--- src/rtl/mac_accumulator_if.sv ---
// Handshake bundle for mac_accumulator: burst control, product stream in, result stream out.
// The master side drives start/len/p/in_valid/out_ready; the slave side is the accumulator.
interface mac_accumulator_if #(
    parameter int ACC_W = 40,
    parameter int LEN_W = 8
);
    logic             start;
    logic [LEN_W-1:0] len;
    logic [31:0]      p;
    logic             in_valid;
    logic             in_ready;
    logic [ACC_W-1:0] out_data;
    logic             out_valid;
    logic             out_ready;
    logic             busy;
    logic             ovf;

    modport master (
        output start, len, p, in_valid, out_ready,
        input  in_ready, out_data, out_valid, busy, ovf
    );

    modport slave (
        input  start, len, p, in_valid, out_ready,
        output in_ready, out_data, out_valid, busy, ovf
    );
endinterface

--- src/rtl/mac_accumulator.sv ---
// Burst multiply-accumulate sink: sums len unsigned 32-bit products; MAC_ACC_SATURATE_EN clamps on overflow.
// Latency: result valid 1 cycle after the last accepted product (len=0 gives a zero result 1 cycle after start).
// Backpressure: in_ready only in ACC; result held in HOLD until out_ready, no new burst accepted meanwhile.
module mac_accumulator #(
    parameter int ACC_W = 40,
    parameter int LEN_W = 8
) (
    input  logic              clk,
    input  logic              rst_n,
    mac_accumulator_if.slave  bus
);

`ifdef MAC_ACC_SATURATE_EN
    localparam bit SATURATE = 1'b1;
`else
    localparam bit SATURATE = 1'b0;
`endif

    typedef enum logic [1:0] {
        IDLE = 2'd0,
        ACC  = 2'd1,
        HOLD = 2'd2
    } state_t;

    state_t           state_q, state_d;
    logic [LEN_W-1:0] cnt_q, cnt_d;
    logic [ACC_W-1:0] acc_q, acc_d;
    logic [ACC_W-1:0] out_data_q, out_data_d;
    logic             ovf_q, ovf_d;

    logic [ACC_W:0]   p_ext;
    logic [ACC_W:0]   sum;
    logic             carry;
    logic [ACC_W-1:0] acc_add;
    logic             xfer;

    assign p_ext = {{(ACC_W + 1 - 32){1'b0}}, bus.p};
    assign sum   = {1'b0, acc_q} + p_ext;
    assign carry = sum[ACC_W];
    assign xfer  = (state_q == ACC) && bus.in_valid;

    // Once a burst has saturated it stays pinned at full scale until the next start.
    always_comb begin
        acc_add = sum[ACC_W-1:0];
        if (SATURATE && (carry || ovf_q)) begin
            acc_add = '1;
        end
    end

    always_comb begin
        state_d    = state_q;
        cnt_d      = cnt_q;
        acc_d      = acc_q;
        ovf_d      = ovf_q;
        out_data_d = out_data_q;
        case (state_q)
            IDLE: begin
                if (bus.start) begin
                    acc_d = '0;
                    ovf_d = 1'b0;
                    if (bus.len == '0) begin
                        cnt_d      = '0;
                        out_data_d = '0;
                        state_d    = HOLD;
                    end else begin
                        cnt_d   = bus.len;
                        state_d = ACC;
                    end
                end
            end
            ACC: begin
                if (xfer) begin
                    acc_d = acc_add;
                    ovf_d = ovf_q | carry;
                    cnt_d = cnt_q - 1'b1;
                    if (cnt_q == LEN_W'(1)) begin
                        out_data_d = acc_add;
                        state_d    = HOLD;
                    end
                end
            end
            HOLD: begin
                // start in the handshake cycle is deliberately dropped; IDLE must see it.
                if (bus.out_ready) begin
                    state_d = IDLE;
                end
            end
            default: begin
                state_d = IDLE;
            end
        endcase
    end

    always_ff @(posedge clk or negedge rst_n) begin
        if (!rst_n) begin
            state_q    <= IDLE;
            cnt_q      <= '0;
            acc_q      <= '0;
            ovf_q      <= 1'b0;
            out_data_q <= '0;
        end else begin
            state_q    <= state_d;
            cnt_q      <= cnt_d;
            acc_q      <= acc_d;
            ovf_q      <= ovf_d;
            out_data_q <= out_data_d;
        end
    end

    assign bus.in_ready  = (state_q == ACC);
    assign bus.out_valid = (state_q == HOLD);
    assign bus.busy      = (state_q != IDLE);
    assign bus.out_data  = out_data_q;
    assign bus.ovf       = ovf_q;

endmodule

--- src/flat_wrapper.sv ---
// flat-port wrapper written by rule: the top's interface ports become plain ports
module mac_accumulator_flat 
#(
    parameter int ACC_W = 40,
    parameter int LEN_W = 8
)
  (clk, rst_n, bus_start, bus_len, bus_p, bus_in_valid, bus_out_ready, bus_in_ready, bus_out_data, bus_out_valid, bus_busy, bus_ovf);
  mac_accumulator_if #(.ACC_W(ACC_W), .LEN_W(LEN_W)) bus_i ();
  input  logic clk;
  input  logic rst_n;
  input wire logic [$bits(bus_i.start)-1:0] bus_start;
  input wire logic [$bits(bus_i.len)-1:0] bus_len;
  input wire logic [$bits(bus_i.p)-1:0] bus_p;
  input wire logic [$bits(bus_i.in_valid)-1:0] bus_in_valid;
  input wire logic [$bits(bus_i.out_ready)-1:0] bus_out_ready;
  output wire logic [$bits(bus_i.in_ready)-1:0] bus_in_ready;
  output wire logic [$bits(bus_i.out_data)-1:0] bus_out_data;
  output wire logic [$bits(bus_i.out_valid)-1:0] bus_out_valid;
  output wire logic [$bits(bus_i.busy)-1:0] bus_busy;
  output wire logic [$bits(bus_i.ovf)-1:0] bus_ovf;
  assign bus_i.start = bus_start;
  assign bus_i.len = bus_len;
  assign bus_i.p = bus_p;
  assign bus_i.in_valid = bus_in_valid;
  assign bus_i.out_ready = bus_out_ready;
  assign bus_in_ready = bus_i.in_ready;
  assign bus_out_data = bus_i.out_data;
  assign bus_out_valid = bus_i.out_valid;
  assign bus_busy = bus_i.busy;
  assign bus_ovf = bus_i.ovf;
  mac_accumulator #(.ACC_W(ACC_W), .LEN_W(LEN_W)) u_core (.clk(clk), .rst_n(rst_n), .bus(bus_i));
endmodule
--- config.mk ---
export PLATFORM = sky130hd
export DESIGN_NAME = mac_accumulator_flat
export DESIGN_NICKNAME = d
export VERILOG_FILES = /design/src/rtl/mac_accumulator_if.sv /design/src/rtl/mac_accumulator.sv /design/src/flat_wrapper.sv
export SDC_FILE = /design/constraint.sdc
export NUM_CORES = 1
export LEC_CHECK = 0
export CAP_MARGIN = 10
export CORE_ASPECT_RATIO = 0.5
export CORE_UTILIZATION = 30
export CTS_BUF_LIST = sky130_fd_sc_hd__clkbuf_8
export DETAILED_ROUTE_END_ITERATION = 12
export SLEW_MARGIN = 0
export SYNTH_ARGS = -nofsm -noshare
export SYNTH_HDL_FRONTEND = slang
export SYNTH_SLANG_ARGS = --single-unit
--- constraint.sdc ---
create_clock -name clk -period 7.1 [get_ports clk]
set_clock_uncertainty 0.15 [all_clocks]
set_input_delay 1.065 -clock clk [delete_from_list [all_inputs] [get_ports clk]]
set_output_delay 1.065 -clock clk [all_outputs]
set_load 0.02 [all_outputs]
* Yosys cells after proc, flatten, opt, wreduce, memory -nomap -nowiden
Index checks and enable logic that the tools add are counted.
** Cells by class
- $add $sub $neg :: 2
- Equal/unequal tests :: 8
- Mux-type cells :: 21
- Bitwise gates (word level) :: 1
- Reduce and logical (&&, ||, !) cells :: 8
** Operators by type and width (count)
- $mux 40 :: 6
- $pmux 40 s2 :: 2
- $add 40x32->41 :: 1
- $mux 8 :: 3
- $pmux 8 s2 :: 1
- $mux 2 :: 5
- $eq 8x1->1 const B :: 1
- $logic_not 8->1 :: 1
- $sub 8x1->8 const B :: 1
- $ne 2x1->1 const B :: 3
- $pmux 2 s3 :: 1
- $reduce_and 5->1 :: 1
- $ne 2x2->1 const B :: 2
- $reduce_and 4->1 :: 1
- $reduce_bool 2->1 :: 2
- $reduce_and 3->1 :: 1
- $eq 2x1->1 const B :: 1
- $eq 2x2->1 const B :: 1
- $logic_not 2->1 :: 1
- $mux 1 :: 2
- $pmux 1 s2 :: 1
- $logic_and 1x1->1 :: 1
- $or 1x1->1 :: 1
** Word-level totals
- Bits in registers :: 91
- Input bits :: 45
- Output and inout bits :: 44
- Logic and storage cells :: 45

* Logic depth before layout (Yosys ltp)
Gate-level depths: netlist of run 1.
- Depth after elaboration :: 4
- Gate-level depth with buffers :: 10
- Mapped depth without buffers :: 10

* Worst setup path after synthesis of run 1
No wires, ideal clock.
- Path type :: input -> register
- Start point :: in bus_p[0]
- End point :: reg u_core.acc_q[20]
- Setup time :: 0.129 ns
- Arrival time :: 3.233 ns
- Required time :: 6.821 ns
- Path slack :: 3.588 ns
- Cell stages on the path :: 9
- Path buffers :: 0
- Cells stage by stage :: ha_1 -> fa_1 -> a21o_1 -> a221oi_2 -> o21ai_2 -> a311o_2 -> a41oi_2 -> xor2_1 -> o21ai_1
** On the way
- Word-level cells in the longest chain between the ends :: 3
** Ends and longest elaborated chain
- from (decl) :: RTL line flat_wrapper.sv:13 : input wire logic [$bits(bus_i.p)-1:0] bus_p;
- $add 40x32->41 :: RTL line mac_accumulator.sv:38 : assign sum = {1'b0, acc_q} + p_ext;
- $mux 40 :: RTL line mac_accumulator.sv:72 : if (xfer) begin
- $pmux 40 s2 :: RTL line mac_accumulator.sv:56 : case (state_q)
- to (signal assigned) :: RTL line mac_accumulator.sv:98 : acc_q <= '0;
- to (signal assigned) :: RTL line mac_accumulator.sv:104 : acc_q <= acc_d;
- to (decl) :: RTL line mac_accumulator.sv:27 : logic [ACC_W-1:0] acc_q, acc_d;
Every way passes these cells. The select of a mux whose other input is x is not followed.
A chain may end at the register's enable or synchronous reset.

* Worst setup path in the final report of run 1
- Start point :: in bus_p[0]
- End point :: reg u_core.acc_q[28]
Same word-level chain as after synthesis.

==> results of run 1 <==
sequential cells by signal, indices dropped and copies added, names as in the netlist:
| signal | count |
|---|---|
| u_core.bus.out_data | 40 |
| u_core.acc_q | 40 |
| u_core.bus.ovf | 1 |
| u_core.cnt_q | 8 |
| u_core.state_q | 2 |
worst max-delay path, delay by kind of cell:
kind            cells  cell delay [ps]
compound gates      7             1650
fa+ha+maj           2              660
buf+inv             1              410
xor+xnor            1              200
power groups by stage:
stage	Combinational (mW)	Sequential [mW]	Clock, mW
5_1_grt	1.73	0.871	0.389
2_1_floorplan	1.04	0.898	0
4_1_cts	1.54	0.847	0.366
6_report	1.54	0.845	0.355
3_3_place_gp	1.52	0.849	0
3_5_place_dp	1.53	0.855	0
routing by layer:
layer / global-route usage / up-vias
met3: 0.0311 / 21
met1: 0.237 / 2377
met5: 0 / -
li1: - / 2434
met4: 0.0424 / 0
met2: 0.249 / 99
synth_stat cells, types with 2 or more instances:
cell type | instances | area share
a211oi_1 | 4 | 0.0054
a21o_1 | 8 | 0.011
a21oi_1 | 49 | 0.044
a21oi_2 | 3 | 0.0047
a221o_1 | 2 | 0.0036
a22o_1 | 10 | 0.016
a31oi_1 | 4 | 0.0045
a41oi_1 | 3 | 0.0047
and3_1 | 8 | 0.0089
and3_2 | 2 | 0.0027
buf_2 | 6 | 0.0054
clkbuf_1 | 23 | 0.015
dfrtp_1 | 91 | 0.41
ha_1 | 34 | 0.076
inv_1 | 19 | 0.013
mux2i_1 | 2 | 0.0036
nand2_1 | 120 | 0.080
nand2b_1 | 4 | 0.0045
nand3_1 | 14 | 0.013
nand4_1 | 8 | 0.0089
nor2_1 | 28 | 0.019
nor2b_1 | 5 | 0.0056
nor3_1 | 6 | 0.0054
nor3b_1 | 3 | 0.0040
nor4_1 | 4 | 0.0045
o211ai_1 | 2 | 0.0027
o21a_1 | 4 | 0.0054
o21ai_0 | 81 | 0.072
o21ai_1 | 13 | 0.012
o21bai_1 | 9 | 0.012
o22ai_1 | 3 | 0.0033
or2_2 | 2 | 0.0022
or3_1 | 5 | 0.0056
xnor2_1 | 27 | 0.042
xor2_1 | 11 | 0.017
placed cells by master, fill, tap and decap left out, types with 3 or more instances in the layout:
cell type,count
a211oi_1,4
a21o_1,8
a21oi_1,49
a21oi_2,3
a22o_1,10
a31oi_1,4
a41oi_1,3
and3_1,8
buf_4,4
clkbuf_8,9
clkdlybuf4s50_1,87
dfrtp_1,91
ha_1,34
inv_1,19
inv_6,3
nand2_1,119
nand2b_1,4
nand3_1,14
nand4_1,8
nor2_1,28
nor2b_1,5
nor3_1,6
nor3b_1,3
nor4_1,4
o21a_1,4
o21ai_0,81
o21ai_1,13
o21bai_1,9
o22ai_1,3
or3_1,5
xnor2_1,27
xor2_1,11
metrics by stage:
stage | std cells | utilization | hold WS, ps | total power, mW | area [sq um]
floorplan | 647 | - | 300 | 1.94 | 5600
global placement | 940 | 0.373 | 316 | 2.36 | 6660
detailed placement | 940 | 0.373 | 324 | 2.39 | 6660
CTS | 956 | 0.384 | 347 | 2.75 | 6850
global route | 956 | 0.384 | 369 | 2.99 | 6850
finish | 956 | 0.384 | 339 | 2.74 | 6850
worst paths after layout:
kind	start	endpoint	slack [ps]	depth (start not counted)
setup reg to reg	u_core.state_q[0]	u_core.bus.out_data[12]	3780	4
setup / recovery	bus_p[0]	u_core.acc_q[28]	3200	11
min in group asynchronous	rst_n	u_core.bus.out_data[2]	510	1
max in group asynchronous	rst_n	u_core.acc_q[29]	5220	2
hold / removal	u_core.bus.out_data[23]	u_core.bus.out_data[23]	340	2
hold reg to reg	u_core.bus.out_data[23]	u_core.bus.out_data[23]	340	2
cell families after synthesis:
| kind of cell | after synthesis | synth area share |
|---|---|---|
| AOI/OAI and AO/OA | 213 | 0.233 |
| buffers and inverters | 51 | 0.0384 |
| adders and majority gates | 35 | 0.0795 |
| xor gates and xnor gates | 38 | 0.0594 |
| muxes | 3 | 0.00558 |
| DFF | 91 | 0.406 |
| and+or+nand+nor | 216 | 0.177 |
area by class of cell:
type                            instances  share of cell area
Multi-Input combinational cell        505               0.455
Tap cell                              234              0.0428
Inverter                               19              0.0104
Sequential cell                        91               0.333
Timing Repair Buffer                   91               0.132
Clock buffer                            9              0.0181
Clock inverter                          7             0.00969
==> metrics.txt, run 1 <==
clock latency on the worst-skew pair=380 ps; first-pass GRT wire length=25300 um; All-Layer GR Usage=0.163; vias per cell=5.16; vias in the first global route=4889; synthesis-stage register bit count=between 90 and 100; Final period util=0.549; Area Growth Syn to Fin=22.2%; worst setup margin=3200 ps; Met2 Wirelength=6550 um; # clock sinks=91; Synth async-reset ratio=1.00; fraction of layout cells with a size suffix above 1=0.0568; PortBufs=88; Antenna Cells=0; H-tree depth=3; RSZ-0062 raised after global routing=no; Hold Fails Final Rpt=0; RD Place Congestion=about 0.85; register area share after synthesis=0.406; critical path class=primary input to flip-flop; Die X=about 200 um; ports placed on the boundary=between 80 and 90; Initial Util=0.314; Worst setup SP type=primary input; crit path cell chain=clkdlybuf4s50_1 -> ha_1 -> fa_1 -> a21o_1 -> a221oi_2 -> o21ai_2 -> a311o_2 -> a21oi_4 -> o41ai_1 -> xnor2_1 -> o21ai_1; max frequency=roughly 260 MHz; multi-input logic area=0.00311 sq mm; core area=0.0178 sq mm; cell count after synthesis=approximately 650; Inserted Clock Buffers=9; syn_area_per_cell=8.66 sq um; Clk pwr share=0.129; drt wl/cell=15.8 um; met3 routed WL=569 um; Psw=1.24 mW; Max Cap Viol=0; WP data arrival=3980 ps; Metal-1 WL=7790 um; Pins Over Slew Limit=0; Worst path slowest cell=a311o_2; Comb pwr share=0.562; Netlist cell types=65; required time worst endpoint=~7200 ps; final antenna-violating net count=0; relative slew slack=0.300; Fill cells=1777; CP Max Fanout=4; die height=98.6 um; uppermost layer routed=met4; Sw Share=0.452; syn_nets=between 700 and 800; Warnings, synthesis=0; Reg clk slew, reported paths=100 ps; Post-CTS Hold Fix Bufs=0; via count=4931; clock root buffer=clkbuf_8; nets@finish=797; Internal Power=1.50 mW; Hold Crit Class=flip-flop to flip-flop; Storage cell area=0.00228 sq mm; total gr overflow=0; detailed placement HPWL=11100 um; largest net degree at the start of global routing=slightly below 60; Reg power frac=0.308; WL final=15100 um; outcome=finished, final reports clean; dpl ws=2830 ps; initial drt markers=311; setup TNS=0 ps; Top FF cell, synth=dfrtp_1; CP Capture Type=flip-flop; EDFF count, synth=0; Pwr per Cell Area=about 400 mW/mm^2; Cell Rows=34; # Post-CTS Setup Buffers=0; Tightest Pin Transition=1050 ps; total iterations of the first detailed-routing run=4; Post-Syn Area=0.00560 sq mm; maximum buffer depth of the clock tree=2; Max IR drop VDD=0.126 mV; Leak=2.92 nW; initial antenna violation count=0; setup violators final=0; post_cts resized=0; Tmin final=3900 ps; worst stage delay on the critical path=480 ps; Remaining DRCs=0; TritonCTS clock tree=done; die area=0.0193 sq mm
Note: power is estimated with default switching activity, not from simulation.
==> inputs of run 2 (changes only) <==
==> constraint.sdc (replaced) <==
create_clock -name clk -period 3.8 [get_ports clk]
set_clock_uncertainty 0.15 [all_clocks]
set_input_delay 0.57 -clock clk [delete_from_list [all_inputs] [get_ports clk]]
set_output_delay 0.57 -clock clk [all_outputs]
set_load 0.02 [all_outputs]
==> run 2 against run 1 <==
Net effect: die area stayed put; clock power increased by 89%; register-to-register slack got worse by 3100 ps.
==> metrics.txt, run 2 (synthesis gave the netlist of run 1 again) <==
outcome=finished, final reports clean; maximum buffer depth of the clock tree=2 (unchanged); # Post-CTS Setup Buffers=0 (unchanged); detailed placement HPWL=11300 um (+1.4%); relative slew slack=0.398 (+0.0986); post_cts resized=0 (unchanged); TritonCTS clock tree=done; Reg2Reg Depth=10 (+6); final core utilization=0.389 (+0.00442); vias in the first global route=4898 (+0.18%); Pwr per Cell Area=748 mW/mm^2 (+87%); RSZ-0062 raised after global routing=no; WP data arrival=3370 ps (-610 ps); WL final=15000 um (-0.67%); drt wl/cell=15.6 um (-1.7%); Non-Filler Cell Area, Final=0.00693 sq mm (+1.2%); Reg power frac=0.306 (-0.002); Area Growth Syn to Fin=23.6%; Clk pwr share=0.129 (about the same); Hold Crit Class=primary input to async pin; Remaining DRCs=0 (unchanged); Fill cells=1829 (+2.9%); Tightest Pin Transition=902 ps (-144 ps); All-Layer GR Usage=0.166 (+0.00284); Worst setup SP type=primary input; initial antenna violation count=0 (unchanged); dpl ws=171 ps (-2650 ps); Post-CTS Hold Fix Bufs=0 (unchanged); die height=98.6 um (unchanged); Psw=2.33 mW (+88%); Leak=2.97 nW (+1.5%); Inserted Clock Buffers=9 (unchanged); critical path class=primary input to flip-flop; clock root buffer=clkbuf_8; R2R Path End=u_core.bus.out_data[16]; ports placed on the boundary=89 (unchanged); placed instance area=0.00673 sq mm (+1.1%); Pins Over Slew Limit=0 (unchanged); setup violators final=0 (unchanged); PortBufs=88 (unchanged); max frequency=307 MHz; required time worst endpoint=3910 ps (-3280 ps); total gr overflow=0 (unchanged); core area=0.0178 sq mm (unchanged); Comb pwr share=0.565 (+0.003); Hold Fails Final Rpt=0 (unchanged); setup TNS=0 ps (unchanged); vias per cell=5.08 (-1.4%); Max IR drop VDD=0.213 mV (+68%); final hold slack=156 ps (-183 ps); CP Max Fanout=4 (unchanged); first-pass GRT wire length=25600 um (+1.3%); Storage cell area=0.00228 sq mm (unchanged); initial drt markers=316 (+1.6%); commonest non-fill, non-tap cell in the layout=nand2_1; final antenna-violating net count=0 (unchanged); Internal Power=2.85 mW (+90%); Tmin final=roughly 3300 ps; Initial Util=0.314 (unchanged); Die X=195 um (unchanged); nets@finish=807 (+1.3%); Design Power=5.18 mW (+89%); die area=0.0193 sq mm (unchanged); flop-to-flop setup slack=720 ps (-3060 ps); Reg clk slew, reported paths=100 ps (about the same); Finished Layout Cells=966 (+1.0%); clock latency on the worst-skew pair=380 ps (about the same); multi-input logic area=0.00311 sq mm (unchanged); Antenna Cells=0 (unchanged); via count=4911 (-0.41%); # clock sinks=91 (unchanged); Max Cap Viol=0 (unchanged); Sw Share=0.450 (-0.00194); placed instance count=950 (+1.1%); largest net degree at the start of global routing=71 (+20%); fraction of layout cells with a size suffix above 1=0.0697 (+0.0129); RD Place Congestion=0.899 (+5.5%); Cell Rows=34 (unchanged); CP Capture Type=flip-flop; worst setup margin=544 ps (-2660 ps); most frequent cells in the layout=nand2_1 (119), dfrtp_1 (91), clkdlybuf4s50_1 (87), o21ai_0 (81), a21oi_1 (49); reg-to-reg critical path startpoint=u_core.acc_q[0]; total iterations of the first detailed-routing run=5 (+1); Final period util=0.857; H-tree depth=3 (unchanged)
[run 2: power by group through the flow]
stage | combinational, mW | clock, mW | sequential, mW
global placement | 2.86 | 0 | 1.59
floorplan | 1.95 | 0 | 1.68
CTS | 2.92 | 0.688 | 1.58
finish | 2.92 | 0.670 | 1.58
detailed placement | 2.91 | 0 | 1.60
global route | 3.30 | 0.734 | 1.64
[run 2: worst max path at each step]
stage              from                 endpoint  slack [ps]
2_1_floorplan  bus_p[0]         u_core.acc_q[20]         780
3_3_place_gp   bus_p[0]  u_core.bus.out_data[28]         230
3_5_place_dp   bus_p[0]  u_core.bus.out_data[28]         170
4_1_cts        bus_p[0]  u_core.bus.out_data[28]         580
5_1_grt        bus_p[0]  u_core.bus.out_data[16]         350
6_report       bus_p[0]  u_core.bus.out_data[16]         540
[run 2: cell type report]
type	instances	share of cell area
Multi-Input combinational cell	505	0.450
Tap cell	234	0.0423
Timing Repair Buffer	101	0.141
Clock buffer	10	0.0199
Sequential cell	91	0.329
Inverter	19	0.0103
Clock inverter	6	0.00813
[run 2: worst max-delay path, stage by stage]
cell             delay (ps)
clkdlybuf4s50_1         400
ha_1                    230
fa_1                    410
a21o_1                  210
a221oi_2                230
buf_4                   180
o21ai_2                  80
a311o_2                 480
a31oi_1                 240
xor2_1                  240
o21ai_1                  90
[run 2: per-layer routing]
layer	global-route usage	routed length (um)	share of wire
met1	0.242	7680	0.51
met2	0.256	6570	0.44
met3	0.0318	649	0.043
met4	0.0345	135	0.0090
met5	0	0	0
